## src/rtl/silife_sync_controller.sv

```systemverilog
// silife_sync_controller
//
// Sequencer for one inter-tile edge-exchange boundary. Per exchange it raises
// the sync-active strobe, emits WIDTH+1 sync clock pulses (one per cell plus the
// corner), waits for the receivers to drain, then releases the bus and reports
// either done (one-cycle pulse) or a sticky timeout error.
//
// Ports
//   clk            system clock
//   reset          synchronous, active-high reset
//   i_start        one-cycle exchange request (accepted only when idle)
//   i_abort        immediate return to idle, highest priority
//   i_half_period  sync clock half-period in clk cycles (floored to 4)
//   i_rx_busy      OR of all receiver busy flags on this boundary
//   o_sync_clk     registered sync clock
//   o_sync_active  registered sync-active strobe
//   o_busy         high whenever the sequencer is not idle
//   o_done         one-cycle pulse on successful completion
//   o_error        sticky drain timeout flag
//   o_bit_count    rising edges issued in the current exchange
module silife_sync_controller #(
  parameter int WIDTH    = 32,
  parameter int DIV_BITS = 8,
  parameter int TIMEOUT  = 1024,
  localparam int BC_W    = $clog2(WIDTH + 2)
) (
  input  logic                clk,
  input  logic                reset,
  input  logic                i_start,
  input  logic                i_abort,
  input  logic [DIV_BITS-1:0] i_half_period,
  input  logic                i_rx_busy,
  output logic                o_sync_clk,
  output logic                o_sync_active,
  output logic                o_busy,
  output logic                o_done,
  output logic                o_error,
  output logic [BC_W-1:0]     o_bit_count
);

  // One counter serves both the half-period phases and the drain timeout, so it
  // must be wide enough for whichever limit is larger.
  localparam int CNT_MAX = (TIMEOUT > (1 << DIV_BITS)) ? TIMEOUT : (1 << DIV_BITS);
  localparam int CNT_W   = $clog2(CNT_MAX + 1);

  localparam logic [BC_W-1:0]  LAST_BIT = BC_W'(WIDTH + 1);
  localparam logic [CNT_W-1:0] TO_LAST  = CNT_W'(TIMEOUT - 1);

  typedef enum logic [2:0] {
    IDLE     = 3'd0,
    SETUP    = 3'd1,
    CLK_HIGH = 3'd2,
    CLK_LOW  = 3'd3,
    DRAIN    = 3'd4
  } state_e;

  state_e                state_q, state_d;
  logic [CNT_W-1:0]      cnt_q, cnt_d;
  logic [DIV_BITS-1:0]   h_q, h_d;
  logic [BC_W-1:0]       bc_q, bc_d;
  logic                  sclk_q, sclk_d;
  logic                  act_q, act_d;
  logic                  busy_q, busy_d;
  logic                  done_q, done_d;
  logic                  err_q, err_d;

  logic [DIV_BITS-1:0]   h_eff;
  logic [CNT_W-1:0]      h_m1;
  logic                  phase_end;
  logic                  drain_ok;
  logic                  drain_to;

  // Floor of 4 keeps every phase visible through the receivers' two-flop
  // synchronizer plus edge detector.
  assign h_eff = (i_half_period < DIV_BITS'(4)) ? DIV_BITS'(4) : i_half_period;

  // cnt_q is cleared on entry to a state and counts cycles spent there, so a
  // phase of H cycles ends on the edge where cnt_q reaches H-1.
  assign h_m1      = CNT_W'(h_q) - CNT_W'(1);
  assign phase_end = (cnt_q == h_m1);

  // Completion wins over timeout if both become true on the same edge.
  assign drain_ok = (cnt_q >= h_m1) && !i_rx_busy;
  assign drain_to = (cnt_q == TO_LAST);

  // State and output registers. h_q is pure data and needs no reset.
  always_ff @(posedge clk) begin
    if (reset) begin
      state_q <= IDLE;
      cnt_q   <= '0;
      bc_q    <= '0;
      sclk_q  <= 1'b0;
      act_q   <= 1'b0;
      busy_q  <= 1'b0;
      done_q  <= 1'b0;
      err_q   <= 1'b0;
    end else begin
      state_q <= state_d;
      cnt_q   <= cnt_d;
      bc_q    <= bc_d;
      sclk_q  <= sclk_d;
      act_q   <= act_d;
      busy_q  <= busy_d;
      done_q  <= done_d;
      err_q   <= err_d;
    end
    h_q <= h_d;
  end

  // Next-state logic.
  always_comb begin
    state_d = state_q;
    if (i_abort) begin
      state_d = IDLE;
    end else begin
      unique case (state_q)
        IDLE: begin
          if (i_start) state_d = SETUP;
        end
        SETUP: begin
          if (phase_end) state_d = CLK_HIGH;
        end
        CLK_HIGH: begin
          // After the corner pulse the low half-period is spent in DRAIN, so
          // the minimum drain time doubles as the final low phase.
          if (phase_end) state_d = (bc_q == LAST_BIT) ? DRAIN : CLK_LOW;
        end
        CLK_LOW: begin
          if (phase_end) state_d = (bc_q < LAST_BIT) ? CLK_HIGH : DRAIN;
        end
        DRAIN: begin
          if (drain_ok || drain_to) state_d = IDLE;
        end
        default: state_d = IDLE;
      endcase
    end

    cnt_d = (state_d != state_q) ? '0 : cnt_q + CNT_W'(1);
    if (state_q == IDLE) cnt_d = '0;
  end

  // Registered output values.
  always_comb begin
    h_d    = h_q;
    bc_d   = bc_q;
    sclk_d = sclk_q;
    act_d  = act_q;
    done_d = 1'b0;
    err_d  = err_q;
    busy_d = (state_d != IDLE);
    if (i_abort) begin
      sclk_d = 1'b0;
      act_d  = 1'b0;
    end else begin
      unique case (state_q)
        IDLE: begin
          if (i_start) begin
            h_d    = h_eff;
            err_d  = 1'b0;
            bc_d   = '0;
            act_d  = 1'b1;
            sclk_d = 1'b0;
          end
        end
        SETUP: begin
          if (phase_end) begin
            sclk_d = 1'b1;
            bc_d   = bc_q + BC_W'(1);
          end
        end
        CLK_HIGH: begin
          if (phase_end) sclk_d = 1'b0;
        end
        CLK_LOW: begin
          if (phase_end && (bc_q < LAST_BIT)) begin
            sclk_d = 1'b1;
            bc_d   = bc_q + BC_W'(1);
          end
        end
        DRAIN: begin
          if (drain_ok) begin
            act_d  = 1'b0;
            done_d = 1'b1;
          end else if (drain_to) begin
            act_d  = 1'b0;
            err_d  = 1'b1;
          end
        end
        default: begin
          sclk_d = 1'b0;
          act_d  = 1'b0;
        end
      endcase
    end
  end

  assign o_sync_clk    = sclk_q;
  assign o_sync_active = act_q;
  assign o_busy        = busy_q;
  assign o_done        = done_q;
  assign o_error       = err_q;
  assign o_bit_count   = bc_q;

endmodule

```

## config.mk

```make
export PLATFORM = sky130hd
export DESIGN_NAME = silife_sync_controller
export DESIGN_NICKNAME = d
export VERILOG_FILES = /design/src/rtl/silife_sync_controller.sv
export SDC_FILE = /design/constraint.sdc
export NUM_CORES = 1
export LEC_CHECK = 0
export ABC_AREA = 1
export ABC_CLOCK_PERIOD_IN_PS = 3050
export CAP_MARGIN = 0
export CORE_UTILIZATION = 55
export DETAILED_ROUTE_END_ITERATION = 10
export GPL_ROUTABILITY_DRIVEN = 0
export PLACE_DENSITY = 0.9
export SYNTH_ARGS = -nofsm -noshare
export SYNTH_HDL_FRONTEND = slang
export SYNTH_SLANG_ARGS = --single-unit
```

## constraint.sdc

```tcl
create_clock -name clk -period 3.05 [get_ports clk]
set_input_delay 0.61 -clock clk [delete_from_list [all_inputs] [get_ports clk]]
set_output_delay 0.61 -clock clk [all_outputs]
set_load 0.01 [all_outputs]
```

==> results of run 1 <==
flip-flops by register name (all words and copies together), names as in the netlist:
signal	flops
o_sync_clk	1
o_done	1
h_q	8
cnt_q	11
state_q	3
o_bit_count	6
o_error	1
o_busy	1
o_sync_active	1
power groups by stage:
stage / clock network [W] / registers, W / logic (W)
2_1_floorplan: 0 / 0.000478 / 0.0000578
4_1_cts: 0.000314 / 0.000468 / 0.0000983
3_5_place_dp: 0 / 0.000477 / 0.0000976
5_1_grt: 0.000342 / 0.000469 / 0.000118
3_3_place_gp: 0 / 0.000477 / 0.0000950
6_report: 0.000309 / 0.000468 / 0.000105
worst min-delay path by stage:
stage	end	slack, ps	depth (start not counted)
floorplan	cnt_q[0]	440	1
global placement	o_error	450	2
detailed placement	cnt_q[0]	470	1
CTS	o_error	490	2
global route	cnt_q[0]	510	1
finish	cnt_q[0]	480	1
final cells by class:
type                       instances  area (um^2)
timing repair buffer              29          305
clock buffer                       8         80.1
sequential                        33          741
fill                             283          967
tap                               46         57.6
multi-input combinational        192         1130
inverter                          42          158
stage by stage:
stage               hold slack, ps  TNS, ps  setup WS [ps]  cells  util [%]
floorplan                      439        0            465    275         -
global placement               453        0            213    338      67.2
detailed placement             468        0           87.4    338      67.2
CTS                            486        0           74.5    346      69.6
global route                   508    -1780           -167    350      71.9
finish                         482        0           92.9    350      71.9
per-layer routing:
layer,track usage (%),vias up,wire length [um]
li1,-,921,-
met1,27.7,780,1830
met2,36.8,45,1920
met3,5.66,6,218
met4,11.0,0,51
met5,0,-,0
cells by family (layout without fill, tap and decap cells):
logic type | Yosys count | after routing | synth area share, %
xor+xnor | 15 | 15 | 6.45
simple gates | 140 | 140 | 32.3
compound gates | 21 | 21 | 5.46
buf+inv | 50 | 79 | 9.64
fa+ha+maj | 16 | 16 | 9.82
flops | 33 | 33 | 36.3
layout by cell type, fill, tap and decap left out, drive strengths merged, types with 2 or more instances in the layout:
cell and n:
inv 41, nand4 5, buf 5, or2 2, nand2 62, clkbuf 9, nor2 46, ha 16
xnor2 4, edfxtp 8, nand3 16, nor3 5, and3 2, o21ai 6, a21oi 12, dfxtp 25
xor2 11, clkdlybuf4s50 23
critical path, cell delays in order (launching register included):
cell       delay [ps]
edfxtp_1          400
nor2_2            150
nand2_2            70
nor2_1            100
nand2_1            90
or2_4             250
nor2_4            110
xor2_1             70
ha_1              320
nand2_1            70
nor2_2            150
nand2_2            90
nor2_4            170
nor2_1             70
nand2_1            80
nand2_1            70
nand2_2            70
nand2_1            50
nand2_1            90
nand2_1            80
nand2_2           120
clkbuf_16         160
nor2_2             30
timing repair:
action | 4_1_cts | 5_1_grt
setup endpoints to repair | 0 | 15
resized for setup | 0 | 12
buffers inserted | 0 | 3
==> results.toml, run 1 <==
[layout]
num-nets-final = 332
areaGrowthSynthToFinish_pct = 21.4
postLayoutCellArea_um2 = 2470
diodes = 0
drive_above_1_share_pct = 14.8

[power_and_ir_drop]
ir_drop_mv = 0.309
total_power_w = 0.000882
powerDensity_nw_per_um2 = 356
intPower_w = 0.000671
p_switching_w = 0.000211
p_clk_share_pct = 35.0
p_sw_share_pct = 23.9
power_frac_comb_pct = 11.9
leakagePower_nw = 1.10
power_frac_seq_pct = 53.1

[floorplanning]
initial_core_util_pct = 59.2
die-area_um2 = 3950
die_y_um = 62.9
ios = 24
fp.coreArea_um2 = 3440
die_x_um = 62.9
rows = 21

[worst_setup_path]
crit_path_end_kind = "register"
reg2reg_from = "h_q[2]"
startpoint_type = "register"
arrival_ps = 3140
r2r_end = "cnt_q[7]"
r2r_cells = 22
crit_required_ps = 3230
reg2reg_slack_ps = 90
crit_fanout = 6
endpoint = "cnt_q[7]"
critical_path_class = "register to register"
crit_start = "h_q[2]"

[timing]
period_needed_ps = 2960
drv_slew = 0
rsz0062_at_grt = "yes"
fin_skew_ps = 3.05
fin_crit_sh_pct = 97.0
hold_viol = 0
relSlewSlack_pct = 76.1
worstMarginPinSlew_ps = 359
fmax_mhz = 338
setup_viol = 0

[synth]
syn-num-nets = 304
synth_area_leaders = "dfxtp_1 25%, edfxtp_1 12%, nand2_1 11%"
ys_seq_area_share_pct = 36.3
synth_cell_types = 31
syn-instance-count = 275
synth_top_area_cell = "dfxtp_1"
synth.most_common_cell = "nand2_1"
synth_top_area_share_pct = 24.6
ys_top_cells_by_count = "58 x nand2_1, 39 x inv_1, 31 x nor2_1"
synth_edf_count = 8
yosys_register_bits = 33
ys.flop_type = "dfxtp_1"
async_reset_ff_share_pct = 0
synth_area_per_cell_um2 = 7.41
synthesis.area_um2 = 2040
yosys_warnings = 0

[clocking]
root_buffer = "clkbuf_8"
cts.clk_slew.worst_paths_ps = 60
cts-buffers-inserted = 5
h-tree-depth = 2
clockBufferDepth = 2
insertion_delay_ps = 280
cts_hold_buf = 0
cts_tree = "built"
cts_sinks = 33

[job]
cap_violations = 0

[global_route]
grt_max_degree = 12
grt_overflow = 0
grt.total_usage_pct = 22.7
antenna_found_initial = 0
grt_pass1_vias = 1667
grt_pass1_wl_um = 6980

[routing]
dr.pass1.iters = 4
vias_per_cell = 5.01
drtAntennaViolNets = 0
drcViolationCount = 0
wl_per_cell_um = 11.5
wl_um = 4010
num_vias = 1752
drt_iter0_markers = 100

[worst_hold_path]
min_path_type = "register to register"
min_from = "cnt_q[0]"

[placed_design]
hpwl_um = 2990
post_dp_cell_area_um2 = 2310
port_buffers = 23

[outcome]
status = "finished, final reports clean"
No activity file was read; power rests on OpenSTA's default activity.
==> run 2: changes to the inputs <==
--- a/config.mk
+++ b/config.mk
@@ -6,12 +6,12 @@
 export NUM_CORES = 1
 export LEC_CHECK = 0
 export ABC_AREA = 1
-export ABC_CLOCK_PERIOD_IN_PS = 3050
+export ABC_CLOCK_PERIOD_IN_PS = 2500
 export CAP_MARGIN = 0
-export CORE_UTILIZATION = 55
+export CORE_UTILIZATION = 50
 export DETAILED_ROUTE_END_ITERATION = 10
 export GPL_ROUTABILITY_DRIVEN = 0
-export PLACE_DENSITY = 0.9
+export PLACE_DENSITY = 0.86
 export SYNTH_ARGS = -nofsm -noshare
 export SYNTH_HDL_FRONTEND = slang
 export SYNTH_SLANG_ARGS = --single-unit
==> constraint.sdc (replaced) <==
create_clock -name clk -period 2.5 [get_ports clk]
set_input_delay 0.5 -clock clk [delete_from_list [all_inputs] [get_ports clk]]
set_output_delay 0.5 -clock clk [all_outputs]
set_load 0.01 [all_outputs]
==> results.toml, run 2 (synthesis gave the netlist of run 1 again) <==
[layout]
areaGrowthSynthToFinish_pct = 33.6
diodes = 0
drive_above_1_share_pct = 24.5
num-nets-final = 347
layout_commonest_cell = "nand2_1"
largest_register = "cnt_q"
layout.cells.non_filler = 367
final_cell_mix = "50 x nand2_1, 37 x inv_1, 26 x nor2_1"
largest_reg_flops = 11
n_fill_cell = 252

[worst_setup_path]
crit_fanout = 6
crit_slowest_cell = "edfxtp_1"
crit_family = "simple AND/OR/NAND/NOR gates"
crit_start = "h_q[2]"
path_cells = "nor2_1 > nand2_1 > nor2_1 > nand2_1 > or2_4 > nor2_4 > xor2_1 > ha_1 > nand2_1 > nor2_2 > nand2_2 > nor2_4 > buf_4 > nand4_1 > nand2_1 > inv_1 > nand2_1 > nand2_2 > buf_4 > buf_4 > a31oi_1"
cpPeakStageDelay_ps = 380
arrival_ps = 3070
critical_path_class = "register to register"
critPathBufInv = 4
crit_path_end_kind = "register"
reg2reg_from = "h_q[2]"
startpoint_type = "register"
crit_required_ps = 2700
cp_common_cell = "nand2_1"

[routing]
dr.pass1.iters = 4
wl_um = 4580
wl_per_cell_um = 12.5
num_vias = 1896
drtAntennaViolNets = 0
drcViolationCount = 0
drt_iter0_markers = 130
vias_per_cell = 5.17

[clocking]
cts-buffers-inserted = 5
insertion_delay_ps = 290
root_buffer = "clkbuf_8"
cts_tree = "built"
cts.clk_slew.worst_paths_ps = 70
h-tree-depth = 2
cts_sinks = 33
clockBufferDepth = 2

[power_and_ir_drop]
p_clk_share_pct = 40.3
powerDensity_nw_per_um2 = 439
power_frac_comb_pct = 11.9
p_switching_w = 0.000273
p_sw_share_pct = 22.8
intPower_w = 0.000923
power_frac_seq_pct = 47.8
ir_drop_mv = 0.354
leakagePower_nw = 1.20

[timing]
fin_crit_sh_pct = 115
worstMarginPinSlew_ps = 407
period_needed_ps = 2860
setup_viol = 19
relSlewSlack_pct = 72.9
hold_viol = 0
drv_slew = 0
fmax_mhz = 349
rsz0062_at_grt = "yes"
fin_ws_ps = -365
fin_skew_ps = 8.76

[floorplanning]
die-area_um2 = 4340
rows = 22
die_x_um = 65.8
die_y_um = 65.8
fp.coreArea_um2 = 3770
initial_core_util_pct = 54.0
ios = 24

[global_route]
grt_overflow = 0
grt_pass1_wl_um = 7400
antenna_found_initial = 0
grt_max_degree = 12
grt.total_usage_pct = 22.7
grt_pass1_vias = 1799

[placed_design]
dp_worst_setup_slack_ps = -217
dp_cells = 352
port_buffers = 23
hpwl_um = 3250

[job]
cap_violations = 0

[worst_hold_path]
min_from = "o_error"
min_path_type = "register to register"

[outcome]
violations = "setup timing"
status = "finished with violations"
## run 2: cell count changes in the layout (fill, tap and decap cells not counted), sizes merged
| cell | before | now |
|---|---|---|
| buf | 5 | 20 |
| bufinv | 0 | 1 |
| clkinv | 1 | 2 |
| clkbuf | 9 | 7 |
## run 2: tightest hold or removal path, cell delays in order (launching register included)
cell	delay, ps
dfxtp_1	320
inv_1	50
a21oi_1	50
## run 2: power by group through the flow
stage,Combinational [W],Sequential (W),Clock [W]
after floorplan,0.0000708,0.000583,0
after global placement,0.000124,0.000581,0
after detailed placement,0.000127,0.000582,0
after CTS,0.000133,0.000571,0.000486
after global routing,0.000158,0.000573,0.000516
final,0.000142,0.000571,0.000481
## run 2: worst paths after layout
check	slack [ps]	depth (start not counted)	endpoint
worst max-delay path	-360	21	o_busy
worst min-delay path	470	2	o_error
worst max register to register	-360	21	o_busy
worst min register to register	470	2	o_error
## run 2: what timing repair did
action | CTS | global route
pin swaps | 1 | 9
gates resized for setup | 14 | 17
setup buffers | 3 | 5
hold buffers | 0 | 0
cloned | 0 | 1
setup endpoints to repair | 19 | 25
## run 2: layout make-up
cell class | count | area, um^2 | share of cell area [%]
sequential | 33 | 741 | 27.2
inverter | 42 | 158 | 5.79
clock inverter | 2 | 33.8 | 1.24
tap | 48 | 60.1 | 2.20
timing repair buffer | 44 | 425 | 15.6
clock buffer | 6 | 72.6 | 2.66
multi-input combinational | 192 | 1230 | 45.3
## run 2: metrics by stage
| step | total power, W | TNS (ps) | area (um^2) | hold slack, ps | utilization, % |
|---|---|---|---|---|---|
| 2_1_floorplan | 0.000654 | 0 | 2050 | 439 | - |
| 3_3_place_gp | 0.000705 | -1430 | 2420 | 450 | 64.1 |
| 3_5_place_dp | 0.000709 | -2810 | 2420 | 457 | 64.1 |
| 4_1_cts | 0.00119 | -1620 | 2610 | 472 | 69.3 |
| 5_1_grt | 0.00125 | -10820 | 2720 | 487 | 72.2 |
| 6_report | 0.00120 | -5030 | 2720 | 470 | 72.2 |
## run 2: routing by layer
metal | vias up | track usage [%] | wire, um
li1 | 954 | - | -
met3 | 9 | 7.59 | 239
met5 | - | 0 | 0
met1 | 887 | 26.9 | 2030
met2 | 46 | 38.3 | 2240
met4 | 0 | 7.34 | 68
